--- config.mk ---
export PLATFORM = sky130hd
export DESIGN_NAME = pm1_sequencer_flat
export DESIGN_NICKNAME = d
export VERILOG_FILES = /design/src/rtl/pm1_sequencer_if.sv /design/src/rtl/pm1_sequencer.sv /design/src/flat_wrapper.sv
export SDC_FILE = /design/constraint.sdc
export NUM_CORES = 1
export LEC_CHECK = 0
export ABC_AREA = 1
export ABC_CLOCK_PERIOD_IN_PS = 5600
export BUFFER_PORTS_ARGS = -buffer_cell sky130_fd_sc_hd__buf_2
export CORE_MARGIN = 2
export CORE_UTILIZATION = 46
export CTS_CLUSTER_DIAMETER = 150
export DETAILED_ROUTE_END_ITERATION = 16
export PLACE_DENSITY = 0.77
export SLEW_MARGIN = 40
export SYNTH_ARGS = -nofsm -noshare
export SYNTH_HDL_FRONTEND = slang
export SYNTH_SLANG_ARGS = --single-unit
--- constraint.sdc ---
create_clock -name clk -period 5.6 [get_ports clk]
set_input_delay 0.84 -clock clk [delete_from_list [all_inputs] [get_ports clk]]
set_output_delay 0.84 -clock clk [all_outputs]
set_load 0.02 [all_outputs]
--- src/rtl/pm1_sequencer_if.sv ---
`default_nettype none
// ============================================================================
//  Module      : pm1_sequencer_if
//  Description : Bundles the job request/status signals of the Pollard p-1
//                sequencer together with its two submodule master buses
//                (modular exponentiation and gcd).
//  Revision    : 1.0  initial release
// ----------------------------------------------------------------------------
//  Parameters
//    WIDTH : width of n, residues, gcd operands and factor
//    KW    : width of bound, exponent and iteration count
//  Modports
//    master : sequencer view (takes job requests, drives me_*/gcd_* requests)
//    slave  : environment view (job requester plus modexp/gcd engines)
// ============================================================================
interface pm1_sequencer_if #(
    parameter int WIDTH = 32,
    parameter int KW    = 16
);
    // Job request
    logic             start;
    logic [WIDTH-1:0] n;
    logic [KW-1:0]    bound;

    // Job status / result
    logic             busy;
    logic             done;
    logic             found;
    logic [WIDTH-1:0] factor;
    logic [KW-1:0]    iter;

    // Modular exponentiation bus
    logic             me_start;
    logic [WIDTH-1:0] me_base;
    logic [KW-1:0]    me_exp;
    logic [WIDTH-1:0] me_mod;
    logic             me_done;
    logic [WIDTH-1:0] me_result;

    // GCD bus
    logic             gcd_start;
    logic [WIDTH-1:0] gcd_a;
    logic [WIDTH-1:0] gcd_b;
    logic             gcd_done;
    logic [WIDTH-1:0] gcd_result;

    modport master (
        input  start, n, bound,
        output busy, done, found, factor, iter,
        output me_start, me_base, me_exp, me_mod,
        input  me_done, me_result,
        output gcd_start, gcd_a, gcd_b,
        input  gcd_done, gcd_result
    );

    modport slave (
        output start, n, bound,
        input  busy, done, found, factor, iter,
        input  me_start, me_base, me_exp, me_mod,
        output me_done, me_result,
        input  gcd_start, gcd_a, gcd_b,
        output gcd_done, gcd_result
    );
endinterface
`default_nettype wire

--- src/rtl/pm1_sequencer.sv ---
`default_nettype none
// ============================================================================
//  Module      : pm1_sequencer
//  Description : Control sequencer for Pollard's p-1 factoring stage 1.
//                Starting from a = 2 it repeatedly computes a = a^k mod n for
//                k = 2 .. bound using an external modexp engine, then asks an
//                external gcd engine for g = gcd(a-1, n). A g strictly
//                between 1 and n is a nontrivial factor.
//  Revision    : 1.0  initial release
// ----------------------------------------------------------------------------
//  Parameters
//    WIDTH : width of n, residues and factor (default 32)
//    KW    : width of bound and iteration count (default 16)
//  Ports
//    clk   : single clock, rising-edge active
//    rst   : asynchronous active-high reset
//    bus   : pm1_sequencer_if.master
//            start/n/bound          job request (start is a 1-cycle pulse)
//            busy/done/found/factor/iter   status and result
//            me_start/me_base/me_exp/me_mod -> modexp request
//            me_done/me_result              <- modexp response
//            gcd_start/gcd_a/gcd_b          -> gcd request
//            gcd_done/gcd_result            <- gcd response
//  Build option
//    PM1_EARLY_GCD_EN : when defined, a gcd is taken after every
//                       exponentiation so the job can exit at the first
//                       nontrivial g; otherwise one gcd at k == bound.
// ============================================================================
module pm1_sequencer #(
    parameter int WIDTH = 32,
    parameter int KW    = 16
) (
    input  wire              clk,
    input  wire              rst,
    pm1_sequencer_if.master  bus
);

    // ------------------------------------------------------------------------
    // State encoding
    // ------------------------------------------------------------------------
    localparam logic [2:0] c_IDLE     = 3'd0;
    localparam logic [2:0] c_CHECK    = 3'd1;
    localparam logic [2:0] c_EXP_REQ  = 3'd2;
    localparam logic [2:0] c_EXP_WAIT = 3'd3;
    localparam logic [2:0] c_GCD_REQ  = 3'd4;
    localparam logic [2:0] c_GCD_WAIT = 3'd5;
    localparam logic [2:0] c_EVAL     = 3'd6;
    localparam logic [2:0] c_FIN      = 3'd7;

    localparam logic [WIDTH-1:0] c_ONE_W  = WIDTH'(1);
    localparam logic [WIDTH-1:0] c_TWO_W  = WIDTH'(2);
    localparam logic [WIDTH-1:0] c_FOUR_W = WIDTH'(4);
    localparam logic [KW-1:0]    c_ONE_K  = KW'(1);
    localparam logic [KW-1:0]    c_TWO_K  = KW'(2);

    // ------------------------------------------------------------------------
    // Registers
    // ------------------------------------------------------------------------
    logic [2:0]       r_state;
    logic [WIDTH-1:0] r_n;       // modulus latched at job start
    logic [KW-1:0]    r_bound;   // smoothness bound latched at job start
    logic [WIDTH-1:0] r_a;       // running residue a = 2^(k!) mod n
    logic [KW-1:0]    r_k;       // current exponent, also reported as iter
    logic [WIDTH-1:0] r_g;       // last gcd result
    logic             r_found;
    logic [WIDTH-1:0] r_factor;

    // ------------------------------------------------------------------------
    // Combinational helpers
    // ------------------------------------------------------------------------
    logic             w_last_k;
    logic             w_gcd_due;
    logic             w_me_active;
    logic             w_gcd_active;
    logic [WIDTH-1:0] w_a_minus_1;
    logic             w_g_nontrivial;

    assign w_last_k = (r_k == r_bound);

`ifdef PM1_EARLY_GCD_EN
    // Take a gcd after every exponentiation for the earliest possible exit.
    assign w_gcd_due = 1'b1;
`else
    // Single gcd once the full exponent 2^(bound!) has been built.
    assign w_gcd_due = w_last_k;
`endif

    // Wraps to all ones when a == 0, i.e. modulo 2^WIDTH.
    assign w_a_minus_1    = r_a - c_ONE_W;
    assign w_g_nontrivial = (r_g > c_ONE_W) && (r_g < r_n);

    assign w_me_active  = (r_state == c_EXP_REQ) || (r_state == c_EXP_WAIT);
    assign w_gcd_active = (r_state == c_GCD_REQ) || (r_state == c_GCD_WAIT);

    // ------------------------------------------------------------------------
    // Sequencer
    // ------------------------------------------------------------------------
    always_ff @(posedge clk or posedge rst) begin
        if (rst) begin
            r_state  <= c_IDLE;
            r_n      <= '0;
            r_bound  <= '0;
            r_a      <= '0;
            r_k      <= '0;
            r_g      <= '0;
            r_found  <= 1'b0;
            r_factor <= '0;
        end else begin
            case (r_state)
                c_IDLE: begin
                    if (bus.start) begin
                        r_n      <= bus.n;
                        r_bound  <= bus.bound;
                        r_a      <= c_TWO_W;
                        r_k      <= c_TWO_K;
                        // Previous result is held only until a new job is accepted.
                        r_found  <= 1'b0;
                        r_factor <= '0;
                        r_state  <= c_CHECK;
                    end
                end

                c_CHECK: begin
                    if ((r_n < c_FOUR_W) || (r_bound < c_TWO_K)) begin
                        r_found  <= 1'b0;
                        r_factor <= '0;
                        r_state  <= c_FIN;
                    end else if (!r_n[0]) begin
                        r_found  <= 1'b1;
                        r_factor <= c_TWO_W;
                        r_state  <= c_FIN;
                    end else begin
                        r_state  <= c_EXP_REQ;
                    end
                end

                c_EXP_REQ: begin
                    r_state <= c_EXP_WAIT;
                end

                c_EXP_WAIT: begin
                    if (bus.me_done) begin
                        r_a <= bus.me_result;
                        if (w_gcd_due) begin
                            r_state <= c_GCD_REQ;
                        end else begin
                            // Not the last k here, so k < bound and cannot wrap.
                            r_k     <= r_k + c_ONE_K;
                            r_state <= c_EXP_REQ;
                        end
                    end
                end

                c_GCD_REQ: begin
                    r_state <= c_GCD_WAIT;
                end

                c_GCD_WAIT: begin
                    if (bus.gcd_done) begin
                        r_g     <= bus.gcd_result;
                        r_state <= c_EVAL;
                    end
                end

                c_EVAL: begin
                    if (w_g_nontrivial) begin
                        r_found  <= 1'b1;
                        r_factor <= r_g;
                        r_state  <= c_FIN;
                    end else if (r_g == r_n) begin
                        // Every prime factor was captured at once: no split.
                        r_found  <= 1'b0;
                        r_factor <= '0;
                        r_state  <= c_FIN;
                    end else if (w_last_k) begin
                        r_found  <= 1'b0;
                        r_factor <= '0;
                        r_state  <= c_FIN;
                    end else begin
                        r_k     <= r_k + c_ONE_K;
                        r_state <= c_EXP_REQ;
                    end
                end

                c_FIN: begin
                    r_state <= c_IDLE;
                end

                default: begin
                    r_state <= c_IDLE;
                end
            endcase
        end
    end

    // ------------------------------------------------------------------------
    // Outputs
    // Request data is gated by state so that it reads zero outside its own
    // transaction and follows the asynchronous reset without extra flops.
    // r_a only changes on the edge that leaves EXP_WAIT, so the operands stay
    // stable for the whole wait.
    // ------------------------------------------------------------------------
    assign bus.busy   = (r_state != c_IDLE);
    assign bus.done   = (r_state == c_FIN);
    assign bus.found  = r_found;
    assign bus.factor = r_factor;
    assign bus.iter   = r_k;

    assign bus.me_start = (r_state == c_EXP_REQ);
    assign bus.me_base  = w_me_active ? r_a : '0;
    assign bus.me_exp   = w_me_active ? r_k : '0;
    assign bus.me_mod   = w_me_active ? r_n : '0;

    assign bus.gcd_start = (r_state == c_GCD_REQ);
    assign bus.gcd_a     = w_gcd_active ? w_a_minus_1 : '0;
    assign bus.gcd_b     = w_gcd_active ? r_n : '0;

endmodule
`default_nettype wire

--- src/flat_wrapper.sv ---
// flat-port wrapper written by rule: the top's interface ports become plain ports
module pm1_sequencer_flat 
#(
    parameter int WIDTH = 32,
    parameter int KW    = 16
)
  (clk, rst, bus_start, bus_n, bus_bound, bus_busy, bus_done, bus_found, bus_factor, bus_iter, bus_me_start, bus_me_base, bus_me_exp, bus_me_mod, bus_me_done, bus_me_result, bus_gcd_start, bus_gcd_a, bus_gcd_b, bus_gcd_done, bus_gcd_result);
  pm1_sequencer_if #(.WIDTH(WIDTH), .KW(KW)) bus_i ();
  input  wire clk;
  input  wire rst;
  input wire logic [$bits(bus_i.start)-1:0] bus_start;
  input wire logic [$bits(bus_i.n)-1:0] bus_n;
  input wire logic [$bits(bus_i.bound)-1:0] bus_bound;
  output wire logic [$bits(bus_i.busy)-1:0] bus_busy;
  output wire logic [$bits(bus_i.done)-1:0] bus_done;
  output wire logic [$bits(bus_i.found)-1:0] bus_found;
  output wire logic [$bits(bus_i.factor)-1:0] bus_factor;
  output wire logic [$bits(bus_i.iter)-1:0] bus_iter;
  output wire logic [$bits(bus_i.me_start)-1:0] bus_me_start;
  output wire logic [$bits(bus_i.me_base)-1:0] bus_me_base;
  output wire logic [$bits(bus_i.me_exp)-1:0] bus_me_exp;
  output wire logic [$bits(bus_i.me_mod)-1:0] bus_me_mod;
  input wire logic [$bits(bus_i.me_done)-1:0] bus_me_done;
  input wire logic [$bits(bus_i.me_result)-1:0] bus_me_result;
  output wire logic [$bits(bus_i.gcd_start)-1:0] bus_gcd_start;
  output wire logic [$bits(bus_i.gcd_a)-1:0] bus_gcd_a;
  output wire logic [$bits(bus_i.gcd_b)-1:0] bus_gcd_b;
  input wire logic [$bits(bus_i.gcd_done)-1:0] bus_gcd_done;
  input wire logic [$bits(bus_i.gcd_result)-1:0] bus_gcd_result;
  assign bus_i.start = bus_start;
  assign bus_i.n = bus_n;
  assign bus_i.bound = bus_bound;
  assign bus_busy = bus_i.busy;
  assign bus_done = bus_i.done;
  assign bus_found = bus_i.found;
  assign bus_factor = bus_i.factor;
  assign bus_iter = bus_i.iter;
  assign bus_me_start = bus_i.me_start;
  assign bus_me_base = bus_i.me_base;
  assign bus_me_exp = bus_i.me_exp;
  assign bus_me_mod = bus_i.me_mod;
  assign bus_i.me_done = bus_me_done;
  assign bus_i.me_result = bus_me_result;
  assign bus_gcd_start = bus_i.gcd_start;
  assign bus_gcd_a = bus_i.gcd_a;
  assign bus_gcd_b = bus_i.gcd_b;
  assign bus_i.gcd_done = bus_gcd_done;
  assign bus_i.gcd_result = bus_gcd_result;
  pm1_sequencer #(.WIDTH(WIDTH), .KW(KW)) u_core (.clk(clk), .rst(rst), .bus(bus_i));
endmodule
# Word-level counts from Yosys, hierarchy flattened
# Cells that the tools add are included.
# word_totals
register_bits	164
inputBits	117
out_inout_bits	197
word_cells	83
# op_classes
n_addsub	2
n_lt_le_gt_ge	4
n_eq_ne	16
mux	38
n_reduce_logical	15
# op_table
cell	count
32-bit 2-to-1 mux	12
16-bit 2-to-1 mux	6
32-bit one-hot mux with 3 select lines	1
32-bit one-hot mux with 2 select lines	1
16-bit one-hot mux with 3 select lines	1
32-bit == test	1
32-bit by 1-bit > comparator with 1-bit output, second input constant	1
32-bit by 3-bit < comparator with 1-bit output, second input constant	1
32-bit < comparator	1
32-bit by 1-bit subtractor with 32-bit output, second input constant	1
3-bit 2-to-1 mux	9
3-bit one-hot mux with 8 select lines	1
16-bit by 1-bit adder with 16-bit output, second input constant	1
16-bit == test	1
16-bit by 2-bit < comparator with 1-bit output, second input constant	1
3-bit == test, second input constant	4
2-bit inequality test, second input constant	5
3-bit nonzero test	3
3-bit by 2-bit == test with 1-bit output, second input constant	2
1-bit 2-to-1 mux	6
3-bit AND reduction	2
5-bit AND reduction	1
4-bit by 1-bit inequality test with 1-bit output, second input constant	1
2-bit AND reduction	2
8 further kinds	10

# Depth between registers and ports, before layout
# logic_depth
word_depth	5
ltp_mapped	18
ltp_nobuf	18

# Worst setup path after synthesis
# Ideal clock, no wire load.
# synth_timing
path_kind	flip-flop to output port
from	register u_core.r_a[0]
to	output bus_gcd_a[24]
arrival_ps	1863
required_ps	4760
setup_slack_ps	2897
stages_incl_launch_ff	12
path_buffers	0
path_cell_list	dfrtp_1 inv_1 ha_1 nand3_2 nor2_1 nand3_1 inv_1 nand3_2 nor2_2 nand4_1 xor2_1 nor2_1
# synth_via
elab_chain_len	2
# synth_rtl
element	line	source
start, declared	pm1_sequencer.sv:62	logic [WIDTH-1:0] r_a;
start signal, assigned	pm1_sequencer.sv:114	r_a <= c_TWO_W;
start signal, assigned	pm1_sequencer.sv:143	r_a <= bus.me_result;
32-bit by 1-bit subtractor with 32-bit output	pm1_sequencer.sv:89	assign w_a_minus_1 = r_a - c_ONE_W;
32-bit 2-to-1 mux	pm1_sequencer.sv:215	assign bus.gcd_a = w_gcd_active ? w_a_minus_1 : '0;
end, declared	flat_wrapper.sv:26	output wire logic [$bits(bus_i.gcd_a)-1:0] bus_gcd_a;
# No other way between the ends.

# Worst setup path in the final report
# layout_timing
from	register u_core.r_a[1]
to	output bus_gcd_a[31]
# The elaborated chain is that of the path after synthesis.

==> reports/metrics.yaml <==
status: "finished, final reports clean"
power_density_nw_per_um2: 560
grt_pass1_wl_mm: 44.0
vias_per_cell: 5.09
fp.coreArea_um2: 20100
syn_nets: 1410
min_period_ps: 3490
finalSetupTns_ps: 0
yosysTopAreaCell: "dfrtp_1"
first_iter_violations: 537
setup_ws_ps: 2110
synth.distinct_cells: 40
tightest_slew_ps: 731
fp.dieArea_um2: 21500
yosys.area_share.simple: 0.271
htreeDepth: 4
cp.required_ps: 4760
async_flop_share: 1.00
dieHeight_um: 147
cts_root_buffer: "clkbuf_16"
antenna-diode-count: 0
yosysTopAreaCellShare: 0.439
hold_class: "in2async"
nets: 1695
critPathKind: "reg2out"
synth-seq-cells: 164
post_cts_buffers: 0
ys_seq_area_frac: 0.439
cts_buffers: 17
min_period_over_period: 0.622
rsz0062_at_grt: "false"
hpwlAfterDp_mm: 20.1
synth_fa_ha_area_frac: 0.0455
synth_xor_area_frac: 0.0244
synth_enable_flop_cells: 0
wirelength_mm: 27.4
yosysMostFrequentCell: "nor2_1"
dp.cells: 1795
finalNonFillerCells: 1827
synth.mux.area_fraction: 0.0169
cts_resized: 0
vias: 9302
critPathMaxFanout: 5
io_pins: 314
final_layout_size_suffix_gt1_frac: 0.253
syn_avg_cell_area_um2: 7.42
drt-pass1-iter-count: 5
ctsHoldBuffers: 0
synth_compound_area_frac: 0.111
synth_top_family_by_area: "simple AND/OR/NAND/NOR gates"
gp_congestion: 0.881
grt_pass1_vias: 8774
power_leakage_nw: 6.35
wl_per_cell_um: 15.0
cts.path.max_buffers: 2
die_w_um: 147
hold_viol_final: 0
rows: 52
cts.reportedPaths.clkPinSlew_ps: 70
multiInputGateArea_um2: 4420
worstSetupEndpointType: "primary output"
grt.overflow.total: 0
drv_cap: 0
insertion_delay_ps: 430
place_ws_ps: 2650
maxSlewHeadroom: 0.512
grt_max_degree: 83
cts_tree: "built"
portBuffers: 313
drc: 0
final_antenna_net_count: 0
fin_worst_skew_ps: 16.7
synthFlopType: "dfrtp_1"
syn_to_final_growth_pct: 24.7
setup_violations: 0
syn_area_um2: 9340
drv_slew: 0
worstSetupStartpointType: "flip-flop"
start_util: 0.465
ir_worst_vdd_uv: 299
synth_common_cells: "nor2_1 (282), nand2_1 (224), dfrtp_1 (164)"
hold_ws_ps: 477
postSynthCellCount: 1259
num-fill-cells: 1891
netlist_top_cells_area: "dfrtp_1 (44%), nor2_1 (11%), nand2_1 (9.0%)"
antenna_found_initial: 0
clkSinkCount: 164
fmax_ghz: 0.287
register_area_um2: 4100
final_core_util: 0.579
arrival_ps: 2650
grt_usage: 0.252
ys_warn_count: 0
[cells by family (layout without fill, tap and decap cells)]
logic type	Yosys count	in the layout
AOI/OAI and AO/OA	202	202
and+or+nand+nor	614	614
muxes	14	14
DFF	164	164
buffers and inverters	205	503
xor gates and xnor gates	26	26
adders and majority gates	34	34
[cell type report]
class,count,share of cell area
flip-flops and latches,164,0.352
multi-input cells,890,0.380
well taps,270,0.0290
clock inverters,14,0.0139
repair buffers,318,0.138
clock buffers,18,0.0369
inverters,153,0.0502
[routing by layer]
metal  GRT usage  routed length, µm  vias to the layer above
li1            -                  -                     4569
met1       0.342              12200                     4353
met2       0.410              13000                      333
met3      0.0456               1550                       47
met4      0.0840                672                        0
met5           0                  0                        -
[where the power goes]
group	internal (mW)	switching, mW	total [mW]
combinational	1.05	2.32	3.37
clock	0.673	0.528	1.20
sequential	1.62	0.322	1.94
total	3.34	3.17	6.52
[flip-flops by register name (all words and copies together) (netlist names)]
name / cells
u_core.r_a: 32
u_core.bus.found: 1
u_core.r_n: 32
u_core.r_bound: 16
u_core.bus.iter: 16
u_core.r_state: 3
u_core.r_g: 32
u_core.bus.factor: 32
[per-stage QoR]
stage,cell area (µm²),power [mW]
floorplan,9340,4.36
global placement,11000,5.23
detailed placement,11100,5.33
CTS,11600,6.54
global route,11600,7.03
finish,11600,6.52
[worst paths after layout]
check	slack (ps)	endpoint	cells after the start	from
max in group asynchronous	3980	u_core.r_n[25]$_DFFE_PP0P_	3	rst
max reg2reg	2890	u_core.bus.factor[20]$_DFFE_PP0P_	12	u_core.r_n[27]$_DFFE_PP0P_
min	480	u_core.r_a[19]$_DFFE_PP0P_	2	rst
max	2110	bus_gcd_a[31]	12	u_core.r_a[1]$_DFFE_PP0P_
min reg2reg	490	u_core.bus.factor[29]$_DFFE_PP0P_	2	u_core.bus.factor[29]$_DFFE_PP0P_
min in group clk	490	u_core.bus.factor[29]$_DFFE_PP0P_	2	u_core.bus.factor[29]$_DFFE_PP0P_
[cells in the final DEF (no fill, tap or decap), drive strengths merged]
| master | n |
|---|---|
| a21boi | 1 |
| nor3b | 4 |
| nor4 | 6 |
| xor2 | 13 |
| nand3 | 42 |
| ha | 34 |
| bufinv | 2 |
| a31oi | 2 |
| o21a | 1 |
| o31ai | 1 |
| nor2 | 289 |
| a21o | 1 |
| a21oi | 105 |
| or3 | 1 |
| a211oi | 1 |
| o21ai | 90 |
| inv | 162 |
| dfrtp | 164 |
| clkbuf | 18 |
| buf | 318 |
| nand2 | 228 |
| or2 | 5 |
| mux2 | 14 |
| nand4 | 15 |
| clkinv | 3 |
| nor3 | 24 |
| xnor2 | 13 |
[critical path: stages (launching register included)]
cell and delay (ps):
dfrtp_1 380, nor2_1 160, nand2_1 130, nor2_1 160, nand2_1 140, nor2_2 190, nand4_1 180, nor2_1 210
inv_1 130, nor2_1 100, o21ai_0 70, nor2_1 180, buf_2 190
Note: power is estimated with default switching activity, not from simulation.
